**src/rtl/pc_sequencer.sv**
```systemverilog
// Program-counter stage feeding instruction fetch: next-PC selection for
// sequential/branch/jump/call/return flow plus a circular return-address stack.
module pc_sequencer #(
    parameter logic [31:0] RESET_PC  = 32'h0000_0000,
    parameter int          RAS_DEPTH = 4,
    parameter int          RAS_PTR_W = 2
) (
    input  logic                 clk,
    input  logic                 rst,
    input  logic                 stall,
    input  logic                 halt,
    input  logic                 branch_taken,
    input  logic [31:0]          branch_offset,
    input  logic                 jump,
    input  logic [31:0]          jump_target,
    input  logic                 call,
    input  logic [31:0]          call_target,
    input  logic                 ret,
    output logic [31:0]          pc,
    output logic [31:0]          pc_plus4,
    output logic                 halted,
    output logic [RAS_PTR_W:0]   ras_count,
    output logic                 ras_overflow,
    output logic                 ras_underflow,
    output logic                 misalign
);

    typedef enum logic {ST_RUN = 1'b0, ST_HALT = 1'b1} state_t;

    state_t                r_state;
    logic [31:0]           r_pc;
    logic [31:0]           r_ras [RAS_DEPTH];
    logic [RAS_PTR_W-1:0]  r_ptr;
    logic [RAS_PTR_W:0]    r_count;
    logic                  r_overflow;
    logic                  r_underflow;
    logic                  r_misalign;

    logic [31:0]           w_pc_plus4;
    logic [31:0]           w_branch_target;
    logic [31:0]           w_pop_value;
    logic [RAS_PTR_W-1:0]  w_top_ptr;
    logic                  w_advance;
    logic                  w_push;
    logic                  w_ras_full;

    // r_ptr names the next free slot; the top entry sits one below it.
    assign w_pc_plus4      = r_pc + 32'd4;
    assign w_branch_target = w_pc_plus4 + {branch_offset[29:0], 2'b00};
    assign w_top_ptr       = r_ptr - RAS_PTR_W'(1);
    assign w_pop_value     = r_ras[w_top_ptr];
    assign w_advance       = (r_state == ST_RUN) && !halt && !stall;
    assign w_push          = w_advance && !ret && call;
    assign w_ras_full      = (r_count == (RAS_PTR_W+1)'(RAS_DEPTH));

    // Return-address storage; contents need no reset.
    always_ff @(posedge clk) begin
        if (w_push) begin
            r_ras[r_ptr] <= w_pc_plus4;
        end
    end

    // Control state, PC, stack pointer/count and sticky flags.
    always_ff @(posedge clk or posedge rst) begin
        if (rst) begin
            r_state     <= ST_RUN;
            r_pc        <= RESET_PC;
            r_ptr       <= '0;
            r_count     <= '0;
            r_overflow  <= 1'b0;
            r_underflow <= 1'b0;
            r_misalign  <= 1'b0;
        end else begin
            case (r_state)
                ST_RUN: begin
                    if (halt) begin
                        r_state <= ST_HALT;
                    end else if (stall) begin
                        r_state <= ST_RUN;
                    end else if (ret) begin
                        if (r_count != '0) begin
                            r_pc       <= {w_pop_value[31:2], 2'b00};
                            r_misalign <= r_misalign | (|w_pop_value[1:0]);
                            r_ptr      <= w_top_ptr;
                            r_count    <= r_count - (RAS_PTR_W+1)'(1);
                        end else begin
                            r_pc        <= w_pc_plus4;
                            r_underflow <= 1'b1;
                        end
                    end else if (call) begin
                        r_pc       <= {call_target[31:2], 2'b00};
                        r_misalign <= r_misalign | (|call_target[1:0]);
                        r_ptr      <= r_ptr + RAS_PTR_W'(1);
                        // A full stack overwrites its oldest entry and stays full.
                        if (w_ras_full) begin
                            r_overflow <= 1'b1;
                        end else begin
                            r_count <= r_count + (RAS_PTR_W+1)'(1);
                        end
                    end else if (jump) begin
                        r_pc       <= {jump_target[31:2], 2'b00};
                        r_misalign <= r_misalign | (|jump_target[1:0]);
                    end else if (branch_taken) begin
                        r_pc       <= {w_branch_target[31:2], 2'b00};
                        r_misalign <= r_misalign | (|w_branch_target[1:0]);
                    end else begin
                        r_pc <= w_pc_plus4;
                    end
                end
                ST_HALT: begin
                    r_state <= ST_HALT;
                end
                default: begin
                    r_state <= ST_HALT;
                end
            endcase
        end
    end

    assign pc            = r_pc;
    assign pc_plus4      = w_pc_plus4;
    assign halted        = (r_state == ST_HALT);
    assign ras_count     = r_count;
    assign ras_overflow  = r_overflow;
    assign ras_underflow = r_underflow;
    assign misalign      = r_misalign;

endmodule

```
**config.mk**
```make
export PLATFORM = sky130hd
export DESIGN_NAME = pc_sequencer
export DESIGN_NICKNAME = d
export VERILOG_FILES = /design/src/rtl/pc_sequencer.sv
export SDC_FILE = /design/constraint.sdc
export NUM_CORES = 1
export LEC_CHECK = 0
export CORE_ASPECT_RATIO = 1.25
export CORE_MARGIN = 2
export CORE_UTILIZATION = 32
export CTS_BUF_LIST = sky130_fd_sc_hd__clkbuf_4 sky130_fd_sc_hd__clkbuf_8
export DETAILED_ROUTE_END_ITERATION = 10
export GPL_TIMING_DRIVEN = 0
export HOLD_SLACK_MARGIN = 0.15
export PLACE_DENSITY_LB_ADDON = 0.3
export SYNTH_ARGS = -nofsm -noshare
export SYNTH_HDL_FRONTEND = slang
export SYNTH_SLANG_ARGS = --single-unit
export TNS_END_PERCENT = 20
```
**constraint.sdc**
```tcl
create_clock -name clk -period 8.4 [get_ports clk]
set_input_delay 2.1 -clock clk [delete_from_list [all_inputs] [get_ports clk]]
set_output_delay 2.1 -clock clk [all_outputs]
set_load 0.01 [all_outputs]
```
==> results.md, run 1 <==
- Finished Layout Cells: 1449
- Sequential group share of total power: a little over two fifths
- Hold depth: 1
- Final Setup Violations: 0
- Post-Syn Instances: 850
- CP Capture Type: output pin
- Hold Path Class: register to register
- IO buf count: approximately 170
- Synthesized area per cell: 11.1 sq um
- PostCTS Resize Cnt: 0
- Type of the worst setup path: register to output pin
- H-tree depth: 4
- DRT Pass-1 Iters: 5
- Setup WS pre-CTS: approximately 2.4 ns
- Gpl congestion: between 0.9 and 1
- Antenna viol nets, final: 0
- Total negative slack: 0 ns
- Number of synthesized flops with an enable pin: 120
- Min Tclk post-route: 6.21 ns
- Hold-fix buffers, CTS: 0
- Gr ovfl total: 0
- WL/cell: 24.3 microns
- Fill count: ~2800
- Max VDD drop: 0.0794 mV
- Hold slack: 0.470 ns
- Psw: 744 uW
- CTS tree: built
- Die area: approximately 31000 sq um
- CTS root buffer: clkbuf_8
- Drt initial violations: between 900 and 1000
- Critical Path Fanout Max: 9
- Clk_lat worst skew: 0.48 ns
- Yosys reg bits: around 160
- Post-synth top flop: edfxtp_1
- Clock Skew: about 0.011 ns
- Hold Crit Endpoint: misalign$_DFFE_PP0P_
- Vias per inst: 5.70
- P_int: 1460 uW
- Final Net Count: about 1200
- Largest net degree at the start of global routing: 31
- Register area share after synthesis: between 40% and 50%
- Worst R2R Start: pc[2]$_DFFE_PP0P_
- Layout cells sized above 1: a little under a tenth
- Crit path arrival time: just over 4 ns
- TritonCTS Buffers: 17
- R2R depth: 14
- Diode count: 0
- Maximum clock rate: 0.161 GHz
- Cell Pwr Density: 183 nW/um^2
- Worst R2R End: pc[29]$_DFFE_PP0P_
- Top post-synthesis cells by area: edfxtp_1 38%, dfrtp_1 10%, mux4_2 7.2%
- Total track usage: 22.6%
- Vias: 8262
- DRT Wirelength: 35200 microns
- Synth Warn #: 0
- Vias in the first global route: just under 8000
- Cell variety after synth: 78
- Most common cell after layout, fill and taps aside: clkdlybuf4s50_1
- Post-Place Cells: 1417
- Synth top area share: a little under two fifths
- Initial Utilization: 32.4%
- Horiz. Die Dim: 157 microns
- Hpwl dp: 25600 microns
- Hold path startpoint: misalign$_DFFE_PP0P_
- Max-slew violation count: 0
- Sw Ratio: 33.8%
- Final Cycle Share: 74.0%
- Internal reg-to-reg setup slack: 2.92 ns
- Worst slew margin: 14.4%
- Status: finished clean
- Clock Tree Buf Depth: 2
- Sink Count: 159
- Post-CTS repair timing setup buffer count: 0
- Post-Syn Area: ~9400 sq um
- MaxCap Viol Count: 0
- RSZ-0062 raised after global routing: no
- Clk network pwr share: approximately 28%
- I/O pin count: 175
- Final worst slack: approximately 2.2 ns
- Core footprint: 29100 sq um
- Reg clk slew, reported paths: 0.09 ns
- # rows: 70
- Startpoint type of the worst setup path: register
- Post-synth top area cell: edfxtp_1
- Antenna violations before repair: 0
- Final Hold Viols: 0
- Required @ worst endpoint: 6.30 ns
- Most frequent cells in the layout: 165 x clkdlybuf4s50_1, 120 x edfxtp_1, 73 x nor2_1
- Post-synth ARST share: between 20 and 25%
- Static Leak: 0.00433 uW
- Die height: 196 microns
- Area added between synthesis and finish: 28.0%
- Combinational share of power: 30.5%
- First-pass GRT wire length: 50500 microns
- Worst slew pin tran: 1.28 ns
- Final Power: 2200 uW
- Remaining DRCs: 0
-- Yosys cell counts, types with 9 or more instances --
library cell / count
xor2_1: 23
inv_1: 24
nand2_1: 68
a21o_1: 12
a21oi_1: 54
a22oi_1: 12
o22ai_1: 11
a221oi_1: 13
o21ai_0: 59
o21a_1: 9
xnor2_1: 21
dfrtp_1: 39
mux4_2: 30
and3_1: 11
edfxtp_1: 120
ha_1: 40
nand4_1: 12
clkbuf_1: 29
a31oi_1: 9
nor2_1: 73
nor3_1: 19
nand3_1: 28
-- sequential cells by signal, indices dropped and copies added, names as in the netlist --
register,count
halted,1
ras_underflow,1
pc,30
ras_count,3
ras_overflow,1
r_ptr,2
misalign,1
r_ras,120
-- power groups by stage --
| stage | clock network, uW | registers (uW) | logic [uW] |
|---|---|---|---|
| floorplan | 0 | 936 | 373 |
| global placement | 0 | 940 | 656 |
| detailed placement | 0 | 940 | 659 |
| CTS | 608 | 923 | 664 |
| global route | 640 | 928 | 721 |
| finish | 605 | 924 | 670 |
-- kinds of logic after synthesis --
kind of cell	Yosys count	share of synthesized area (%)
AOI/OAI and AO/OA	248	17.5
xor gates and xnor gates	46	4.44
adders and majority gates	42	5.74
buffers and inverters	67	2.91
DFF	159	48.7
muxes	34	7.62
other	1	0.0398
and+or+nand+nor	253	13.1
-- layout make-up --
cell class / instances / area (sq um) / share of cell area (%)
sequential: 159 / 4580 / 38.0
multi-input combinational: 627 / 4570 / 38.0
timing repair buffer: 168 / 1720 / 14.3
tap: 396 / 495 / 4.11
clock buffer: 19 / 255 / 2.12
buffer: 41 / 176 / 1.46
clock inverter: 13 / 153 / 1.27
inverter: 26 / 97.6 / 0.810
-- critical path: stages (launching register included) --
cell	delay, ns
dfrtp_1	0.49
ha_1	0.23
nand3_1	0.24
nor4_2	0.98
nand4_1	0.22
xnor2_1	0.78
clkdlybuf4s50_1	0.69
-- through the flow --
step | area, sq um | utilization, %
5_1_grt | 12100 | 41.4
3_5_place_dp | 11600 | 40.0
2_1_floorplan | 9420 | -
4_1_cts | 12100 | 41.4
3_3_place_gp | 11600 | 39.8
6_report | 12100 | 41.4
-- routing by layer --
metal	wire (microns)	track usage [%]	up-vias
met4	1150	8.55	0
met2	16300	36.1	460
met1	14500	31.0	4075
met3	3240	3.47	71
li1	-	-	3656
met5	0	0	-
-- worst max path at each step --
| stage | startpoint | slack (ns) | end |
|---|---|---|---|
| after global placement | call | 1.80 | r_ras[2][31]$_DFFE_PP_ |
| final | pc[2]$_DFFE_PP0P_ | 2.19 | pc_plus4[24] |
| after floorplan | call | 3.90 | r_ras[0][10]$_DFFE_PP_ |
| after CTS | pc[2]$_DFFE_PP0P_ | 2.24 | pc_plus4[24] |
| after global routing | pc[2]$_DFFE_PP0P_ | 1.94 | pc_plus4[24] |
| after detailed placement | call | 2.43 | r_ras[3][31]$_DFFE_PP_ |
Power figures use the tool's default switching activity.
==> run 2, diff against run 1 <==
Clock period 8.4 ns to 6.4 ns, I/O delays scaled along.
==> results of run 2 <==
Same layout as run 1 (identical final DEF). Status: finished clean.
Main changes from that run: setup slack after placement 2.43 ns -> 0.933 ns; setup slack after layout 2.19 ns -> 0.688 ns; register-to-register setup slack 2.92 ns -> 0.92 ns; total power 2200 uW -> 2890 uW; worst IR drop on VDD 0.0794 mV -> 0.104 mV
==> run 3, diff against run 2 <==
Settings changed: GPL_TIMING_DRIVEN 0 to default.
==> results.md, run 3 (synthesis gave the netlist of run 1 again) <==
- Cell Pwr Density: between 200 and 250 nW/um^2
- Worst slew pin tran: 1.11 ns (-0.160 ns)
- Die area: 30800 sq um (unchanged)
- # rows: 70 (unchanged)
- Layout cells sized above 1: 10.9% (+1.8 points)
- Vias per inst: 5.62 (-1.4%)
- Post-route design area: 12100 sq um (+0.59%)
- Clock Tree Buf Depth: 2 (unchanged)
- Final Cycle Share: 84.5%
- Largest net degree at the start of global routing: 40 (+29%)
- Total negative slack: 0 ns (unchanged)
- Clock Skew: 0.0235 ns (+0.0123 ns)
- Critical Path Fanout Max: 9 (unchanged)
- H-tree depth: 4 (unchanged)
- Most frequent cells in the layout: 168 x clkdlybuf4s50_1, 120 x edfxtp_1, 70 x nor2_1
- Initial Utilization: 32.4% (unchanged)
- Type of the worst setup path: register to output pin
- Vias in the first global route: 7865 (-1.0%)
- Gr ovfl total: 0 (unchanged)
- Gpl congestion: 0.875 (-4.0%)
- Sink Count: 159 (unchanged)
- Core footprint: 29100 sq um (unchanged)
- Max-slew violation count: 0 (unchanged)
- Setup WS pre-CTS: around 1.5 ns
- DRT Wirelength: 34000 microns (-3.5%)
- Most flop-heavy register: r_ras
- Fill count: 2833 (-0.46%)
- Crit path arrival time: 3.81 ns (-0.30 ns)
- Area after DPL: 11700 sq um (+0.49%)
- IO buf count: 168 (+1.8%)
- WL/cell: 23.6 microns (-2.7%)
- MaxCap Viol Count: 0 (unchanged)
- Die height: 196 microns (unchanged)
- Most common cell after layout, fill and taps aside: clkdlybuf4s50_1
- Total track usage: 22.1% (-0.56 points)
- Min Tclk post-route: 5.41 ns
- Required @ worst endpoint: 4.80 ns
- Clk_lat worst skew: 0.49 ns (about the same)
- Final Net Count: 1175 (-0.93%)
- Area added between synthesis and finish: 28.8%
- Startpoint type of the worst setup path: register
- PostCTS Resize Cnt: 0 (unchanged)
- Hold Path Class: register to register
- Status: finished clean
- Sequential cell area: 4580 sq um (about the same)
- Post-CTS repair timing setup buffer count: 0 (unchanged)
- Horiz. Die Dim: 157 microns (unchanged)
- Drt initial violations: 790 (-16%)
- Max VDD drop: approximately 0.14 mV
- Hpwl dp: 24300 microns (-5.1%)
- Antenna violations before repair: 0 (unchanged)
- RSZ-0062 raised after global routing: no
- Footprint of the multi-input gates: 4580 sq um (+0.16%)
- Final Setup Violations: 0 (unchanged)
- Max reg flops: 120 (unchanged)
- Hold-fix buffers, CTS: 0 (unchanged)
- Worst slew margin: 25.7% (+11 points)
- First-pass GRT wire length: 49600 microns (-1.8%)
- I/O pin count: 175 (unchanged)
- Diode count: 0 (unchanged)
- Reg clk slew, reported paths: 0.12 ns (+0.03 ns)
- Vias: 8088 (-2.1%)
- Antenna viol nets, final: 0 (unchanged)
- Maximum clock rate: 0.185 GHz
- Final worst slack: 0.991 ns
- DRT Pass-1 Iters: 5 (unchanged)
- CTS root buffer: clkbuf_8
- Remaining DRCs: 0 (unchanged)
- CTS tree: built
- Static Leak: 0.00440 uW (+1.6%)
- CP Capture Type: output pin
- Final Hold Viols: 0 (unchanged)
- TritonCTS Buffers: 17 (unchanged)
-- run 3: cell count changes in the layout (fill, tap and decap cells not counted), sizes merged --
cell | before | now
clkdlybuf4s50 | 165 | 168
bufinv | 2 | 1
inv | 29 | 32
buf | 15 | 30
clkbuf | 48 | 17
clkinvlp | 3 | 2
clkinv | 5 | 6
-- run 3: critical path, stage by stage, from the launching register on --
cell             delay, ns
dfrtp_1               0.50
nand4_1               0.23
or4_1                 0.74
nor4_1                0.38
xor2_1                0.77
clkdlybuf4s50_1       0.69
-- run 3: power breakdown --
part / internal (uW) / switching (uW) / total (uW)
registers: 1160 / 54.2 / 1210
clock network: 335 / 472 / 807
logic: 393 / 489 / 881
total: 1890 / 1020 / 2900
-- run 3: final cells by class --
type / instances / share of cell area [%]
Timing Repair Buffer: 198 / 16.0
Sequential cell: 159 / 37.8
Clock buffer: 17 / 1.93
Inverter: 26 / 0.805
Tap cell: 396 / 4.09
Clock inverter: 15 / 1.55
Multi-Input combinational cell: 627 / 37.8
-- run 3: per-layer routing --
| layer | global-route usage, % | routed length (microns) | part of all wire [%] | vias up |
|---|---|---|---|---|
| li1 | - | - | - | 3645 |
| met1 | 29.0 | 13800 | 41 | 3982 |
| met2 | 36.5 | 16300 | 48 | 411 |
| met3 | 4.33 | 3000 | 8.8 | 50 |
| met4 | 7.07 | 900 | 2.6 | 0 |
| met5 | 0 | 0 | 0 | - |
-- run 3: path summary, 6_finish.rpt --
path	start	endpoint	slack, ns	depth (start not counted)
worst max-delay path	pc[9]$_DFFE_PP0P_	pc_plus4[27]	0.99	5
worst min-delay path	misalign$_DFFE_PP0P_	misalign$_DFFE_PP0P_	0.47	1
worst max register to register	pc[2]$_DFFE_PP0P_	pc[29]$_DFFE_PP0P_	1.43	15
worst min register to register	misalign$_DFFE_PP0P_	misalign$_DFFE_PP0P_	0.47	1
max in group asynchronous	rst	r_ptr[0]$_DFFE_PP0P_	4.00	2
min in group asynchronous	rst	misalign$_DFFE_PP0P_	1.67	2
-- run 3: metrics by stage --
step / hold slack (ns) / instances / total power, uW / utilization [%]
6_report: 0.468 / 1438 / 2900 / 41.7
3_5_place_dp: 0.448 / 1406 / 2110 / 40.2
3_3_place_gp: 0.444 / 1406 / 2100 / 40.2
2_1_floorplan: 0.493 / 853 / 1720 / -
4_1_cts: 0.476 / 1438 / 2910 / 41.7
5_1_grt: 0.504 / 1438 / 3030 / 41.7
